==> src/rtl/sync_ram_reader_pkg.sv <==
// Shared types and constants for the single-port-RAM stream reader.
// Latency: n/a (declarations only).
// Backpressure: n/a.
package sync_ram_reader_pkg;

  typedef enum logic [1:0] {
    IDLE  = 2'd0,
    RUN   = 2'd1,
    DRAIN = 2'd2
  } state_t;

  // Cycles from a read issue until ram_dout carries that word.
  localparam int RAM_READ_LATENCY = 2;

endpackage

==> src/rtl/reg_fifo.sv <==
// Small register-based FIFO with synchronous clear; head visible on pop_data.
// Latency: a pushed word is visible at the head the cycle after the push.
// Backpressure: push ignored while full, pop ignored while empty; push+pop same cycle keeps count.
//
// Ports: clk, rstn (async active-low), clear (sync flush, wins over push/pop),
//        push/push_data/full, pop/pop_data/empty, count (entries held).
module reg_fifo #(
  parameter int WIDTH = 8,
  parameter int DEPTH = 4,
  localparam int AW = (DEPTH > 1) ? $clog2(DEPTH) : 1,
  localparam int CW = $clog2(DEPTH) + 1
) (
  input  logic             clk,
  input  logic             rstn,
  input  logic             clear,
  input  logic             push,
  input  logic [WIDTH-1:0] push_data,
  output logic             full,
  input  logic             pop,
  output logic [WIDTH-1:0] pop_data,
  output logic             empty,
  output logic [CW-1:0]    count
);

  logic [WIDTH-1:0] mem [DEPTH];
  logic [AW-1:0]    wr_ptr;
  logic [AW-1:0]    rd_ptr;
  logic             do_push;
  logic             do_pop;

  function automatic logic [AW-1:0] ptr_inc(input logic [AW-1:0] p);
    return (p == AW'(DEPTH - 1)) ? '0 : p + AW'(1);
  endfunction

  assign full     = (count == CW'(DEPTH));
  assign empty    = (count == '0);
  assign do_push  = push && !full;
  assign do_pop   = pop && !empty;
  assign pop_data = mem[rd_ptr];

  always_ff @(posedge clk or negedge rstn) begin
    if (!rstn) begin
      wr_ptr <= '0;
      rd_ptr <= '0;
      count  <= '0;
    end else if (clear) begin
      wr_ptr <= '0;
      rd_ptr <= '0;
      count  <= '0;
    end else begin
      if (do_push) wr_ptr <= ptr_inc(wr_ptr);
      if (do_pop)  rd_ptr <= ptr_inc(rd_ptr);
      count <= count + CW'(do_push) - CW'(do_pop);
    end
  end

  // Storage needs no reset; only the pointers define what is valid.
  always_ff @(posedge clk) begin
    if (do_push && !clear) mem[wr_ptr] <= push_data;
  end

endmodule

==> src/rtl/sync_ram_stream_reader.sv <==
// Reads cmd_len words from a 2-cycle-latency single-port RAM and streams them out with a last marker.
// Latency: command accepted cycle 0, first read cycle 1, first out_valid cycle 4; 1 word/cycle sustained.
// Backpressure: reads are issued only while buffered+in-flight words < PREFETCH_DEPTH, so nothing is dropped.
//
// Ports: cmd_addr/cmd_len/cmd_valid/cmd_ready  command in (ready only in IDLE)
//        ram_addr/ram_rd_en/ram_dout           RAM read port (addr/en combinational)
//        out_data/out_last/out_valid/out_ready stream out
//        abort (sync flush), busy (not IDLE), remaining (words not yet handshaken)
module sync_ram_stream_reader
  import sync_ram_reader_pkg::*;
#(
  parameter int DATA_WIDTH     = 8,
  parameter int RAM_DEPTH      = 256,
  parameter int PREFETCH_DEPTH = 4,
  localparam int LB_RAM_DEPTH      = $clog2(RAM_DEPTH),
  localparam int LB_PREFETCH_DEPTH = $clog2(PREFETCH_DEPTH)
) (
  input  logic                    clk,
  input  logic                    rstn,
  input  logic [LB_RAM_DEPTH-1:0] cmd_addr,
  input  logic [LB_RAM_DEPTH:0]   cmd_len,
  input  logic                    cmd_valid,
  output logic                    cmd_ready,
  output logic [LB_RAM_DEPTH-1:0] ram_addr,
  output logic                    ram_rd_en,
  input  logic [DATA_WIDTH-1:0]   ram_dout,
  output logic [DATA_WIDTH-1:0]   out_data,
  output logic                    out_last,
  output logic                    out_valid,
  input  logic                    out_ready,
  input  logic                    abort,
  output logic                    busy,
  output logic [LB_RAM_DEPTH:0]   remaining
);

  localparam int LAT = RAM_READ_LATENCY;
  localparam int LW  = LB_RAM_DEPTH + 1;
  localparam int IFW = $clog2(LAT + 1);
  localparam int CRW = $clog2(PREFETCH_DEPTH + LAT + 1);

  state_t                    state;
  state_t                    state_nxt;
  logic [LB_RAM_DEPTH-1:0]   rd_addr;
  logic [LW-1:0]             issue_left;
  logic [LAT-1:0]            pipe_vld;
  logic [LAT-1:0]            pipe_last;
  logic [IFW-1:0]            inflight;
  logic [CRW-1:0]            credit_used;
  logic [LB_PREFETCH_DEPTH:0] fifo_count;
  logic                      fifo_full;
  logic                      fifo_empty;
  logic                      cmd_accept;
  logic                      out_hs;

  assign ram_addr   = rd_addr;
  assign out_valid  = !fifo_empty;
  assign out_hs     = out_valid && out_ready;
  assign cmd_accept = cmd_valid && cmd_ready && !abort;

  // Words issued but not yet popped: those still in the read pipe plus those buffered.
  always_comb begin
    inflight = '0;
    for (int i = 0; i < LAT; i++) inflight = inflight + IFW'(pipe_vld[i]);
  end
  assign credit_used = CRW'(fifo_count) + CRW'(inflight);

  always_ff @(posedge clk or negedge rstn) begin
    if (!rstn) state <= IDLE;
    else       state <= state_nxt;
  end

  always_comb begin
    state_nxt = state;
    cmd_ready = 1'b0;
    busy      = 1'b1;
    ram_rd_en = 1'b0;
    case (state)
      IDLE: begin
        cmd_ready = 1'b1;
        busy      = 1'b0;
        if (cmd_accept && cmd_len != '0) state_nxt = RUN;
      end
      RUN: begin
        ram_rd_en = (issue_left != '0) && (credit_used < CRW'(PREFETCH_DEPTH));
        if (ram_rd_en && issue_left == LW'(1)) state_nxt = DRAIN;
      end
      DRAIN: begin
        if (out_hs && out_last) state_nxt = IDLE;
      end
      default: state_nxt = IDLE;
    endcase
    if (abort) state_nxt = IDLE;
  end

  always_ff @(posedge clk or negedge rstn) begin
    if (!rstn) begin
      rd_addr    <= '0;
      issue_left <= '0;
      remaining  <= '0;
      pipe_vld   <= '0;
      pipe_last  <= '0;
    end else if (abort) begin
      // Reads already issued still return on ram_dout; dropping the pipe discards them.
      issue_left <= '0;
      remaining  <= '0;
      pipe_vld   <= '0;
      pipe_last  <= '0;
    end else begin
      pipe_vld  <= {pipe_vld[LAT-2:0], ram_rd_en};
      pipe_last <= {pipe_last[LAT-2:0], ram_rd_en && (issue_left == LW'(1))};
      if (cmd_accept) begin
        rd_addr    <= cmd_addr;
        issue_left <= cmd_len;
      end else if (ram_rd_en) begin
        rd_addr    <= rd_addr + LB_RAM_DEPTH'(1);
        issue_left <= issue_left - LW'(1);
      end
      if (cmd_accept)  remaining <= cmd_len;
      else if (out_hs) remaining <= remaining - LW'(1);
    end
  end

  reg_fifo #(
    .WIDTH (DATA_WIDTH + 1),
    .DEPTH (PREFETCH_DEPTH)
  ) u_prefetch (
    .clk       (clk),
    .rstn      (rstn),
    .clear     (abort),
    .push      (pipe_vld[LAT-1]),
    .push_data ({pipe_last[LAT-1], ram_dout}),
    .full      (fifo_full),
    .pop       (out_ready),
    .pop_data  ({out_last, out_data}),
    .empty     (fifo_empty),
    .count     (fifo_count)
  );

  a_no_push_when_full: assert property (@(posedge clk) disable iff (!rstn)
    pipe_vld[LAT-1] |-> !fifo_full);

endmodule
==> config.mk <==
export PLATFORM = sky130hd
export DESIGN_NAME = sync_ram_stream_reader
export DESIGN_NICKNAME = d
export VERILOG_FILES = /design/src/rtl/sync_ram_reader_pkg.sv /design/src/rtl/reg_fifo.sv /design/src/rtl/sync_ram_stream_reader.sv
export SDC_FILE = /design/constraint.sdc
export NUM_CORES = 1
export LEC_CHECK = 0
export ABC_AREA = 1
export CAP_MARGIN = 5
export CORE_ASPECT_RATIO = 1.2
export CORE_UTILIZATION = 40
export DETAILED_ROUTE_END_ITERATION = 10
export PLACE_DENSITY = 0.73
export SLEW_MARGIN = 20
export SYNTH_ARGS = -nofsm -noshare
export SYNTH_HDL_FRONTEND = slang
export SYNTH_HIERARCHICAL = 1
export SYNTH_SLANG_ARGS = --single-unit
==> constraint.sdc <==
create_clock -name clk -period 2.6 [get_ports clk]
set_input_delay 0.65 -clock clk [delete_from_list [all_inputs] [get_ports clk]]
set_output_delay 0.65 -clock clk [all_outputs]
set_load 0.02 [all_outputs]
==> results.tsv <==
stage	metric	value	unit
routing	Routed Antenna Nets	0	
synthesis	syn_nets	523	
place	Port Buf Inserts	59	
clock_tree	CTS tree	yes	
place	pre-CTS WS	0.1203	ns
cells_and_area	nets	590	
critical_path	CP Class	flip-flop to output port	
sta	Worst Tran Pin Value	0.9145	ns
grt	grt total ovfl	0	
die	Core ar.	10160	µm²
clock_tree	CTS buffer count	9	
grt	Total GRT Usage	17.96	%
pwr	leak pwr	2.394	nW
die	row cnt	40	
sta	Pins Over Slew Limit	0	
sta	Final Hold Viols	0	
cells_and_area	# diodes	0	
cells_and_area	Syn-to-layout area delta	23.98	%
die	Top Ports	60	
clock_tree	clk root buf	clkbuf_16	
place	DP Cell Count	661	
grt	antenna violations before repair	0	
clock_tree	CTS H-tree lvls	3	
routing	Vias per Instance	5.130	
routing	Vias	3473	
clock_tree	TritonCTS Sinks	75	
run	max-cap violation count	0	
critical_path	Worst Reg-to-Reg Cells	12	
die	Die ar.	11010	µm²
cells_and_area	FILL cells	935	
die	Initial Util	41.70	%
routing	Initial DRC Count	172	
synthesis	syn_area_per_cell	8.845	µm²
sta	Final TNS setup	0	ns
routing	WL final	9184	µm
pwr	Max VDD drop	0.5538	mV
place	routability cong.	0.8898	
die	Chip Height	114.7	µm
status	status	finished, final reports clean	
synthesis	synth warn	6	
synthesis	Post-Syn Instances	479	
routing	routed len/inst	13.57	µm
cells_and_area	post-route insts no fill	677	
routing	drt drc	0	
clock_tree	Clock Latency Late Sink	0.34	ns
critical_path	reg2reg setup slack	0.48	ns
sta	Achievable Freq	397.8	MHz
critical_path	CP startpoint kind	flip-flop	
cells_and_area	layout cell share with drive strength beyond 1	13.97	%
critical_path	Crit path arrival time	1.86	ns
clock_tree	Max clock buf depth	2	
critical_path	Reg2Reg Capture Point	u_prefetch/count[2]$_DFF_PN0_	
critical_path	reg2reg start	u_prefetch/count[1]$_DFF_PN0_	
grt	number of global-route vias before repair	3322	
pwr	total power	5.385	mW
critical_path	critical path peak fanout	14	
sta	Clock Skew	0.008608	ns
sta	unrepaired setup endpoints after global routing	false	
pwr	PwrDens	1025	nW/µm²
cells_and_area	commonest non-fill, non-tap cell in the layout	nand2_1	
grt	largest net degree at the start of global routing	40	
sta	fin worst setup slack	0.08645	ns
die	chip width	95.95	µm
sta	Slew HR	39.03	%
cells_and_area	Final Util	51.70	%
clock_tree	# hold bufs at CTS	0	
grt	first-pass GRT wire length	15090	µm
critical_path	CP endpoint kind	output port	
sta	fin crit period	2.514	ns
worst_hold_path	Hold/Removal Path Class	input pin to async pin	
sta	Period Utilization, post-route	96.68	%
critical_path	Required @ worst endpoint	1.95	ns
sta	Setup Viol. Count Final	0	
routing	First-pass DRT Iterations	5	
cells_and_area	commonest non-fill, non-tap cells in the layout	nand2_1, inv_1, clkdlybuf4s50_1, dfrtp_1, nand3_1	
clock_tree	CTS clk-pin slew, worst paths	0.06	ns
synthesis	synthesized area	4237	µm²
place	DP HPWL	6688	µm
==> repair_timing <==
action,CTS,global route
resized for setup,8,4
buffers inserted,0,0
pin swaps,0,0
endpoints found under the setup margin,7,3
==> registers in the layout, summed over array words and instances, names as in the netlist <==
register           count
pipe_vld               2
u_prefetch/mem        36
state                  2
u_prefetch/wr_ptr      2
issue_left             9
u_prefetch/rd_ptr      2
remaining              9
pipe_last              2
ram_addr               8
u_prefetch/count       3
==> worst max-delay path by stage <==
stage,startpoint,depth (start not counted),slack [ns],endpoint
3_3_place_gp,u_prefetch/count[0]$_DFF_PN0_,9,0.16,ram_rd_en
6_report,u_prefetch/rd_ptr[1]$_DFFE_PN0P_,5,0.09,out_data[7]
4_1_cts,u_prefetch/rd_ptr[0]$_DFFE_PN0P_,5,0.02,out_data[4]
2_1_floorplan,u_prefetch/count[0]$_DFF_PN0_,8,0.62,ram_rd_en
5_1_grt,u_prefetch/rd_ptr[1]$_DFFE_PN0P_,4,0.02,out_data[7]
3_5_place_dp,u_prefetch/count[0]$_DFF_PN0_,9,0.12,ram_rd_en
==> area by class of cell <==
| cell class | instances | area (µm²) | share of cell area (%) |
|---|---|---|---|
| inverters | 74 | 282.8 | 5.384 |
| multi-input cells | 318 | 1783 | 33.94 |
| clock buffers | 10 | 229.0 | 4.359 |
| repair buffers | 68 | 670.6 | 12.77 |
| flip-flops and latches | 75 | 2057 | 39.16 |
| clock inverters | 6 | 72.57 | 1.382 |
| well taps | 126 | 157.7 | 3.001 |
==> through the flow <==
| stage | hold WS [ns] | cell area [µm²] |
|---|---|---|
| after floorplan | 0.3544 | 4237 |
| after global placement | 0.4641 | 4956 |
| after detailed placement | 0.4658 | 4956 |
| after CTS | 0.4729 | 5251 |
| after global routing | 0.5127 | 5253 |
| final | 0.4407 | 5253 |
==> worst max-delay path: stages (launching register included) <==
cell and delay, ns:
dfrtp_1 0.50, buf_12 0.22, a21oi_2 0.09, o21ai_1 0.07, nand2_1 0.05, clkdlybuf4s50_1 0.59
==> per-layer routing <==
metal	GRT usage, %	vias to the layer above	part of all wire, %
li1	-	1705	-
met1	22.02	1646	43
met2	30.67	108	49
met3	4.299	14	6.2
met4	6.368	0	2.1
met5	0	-	0
==> power breakdown <==
part	switching (mW)	internal [mW]
Combinational	1.41	0.969
Sequential	0.281	1.47
Clock	0.502	0.753
Note: power is estimated with default switching activity, not from simulation.
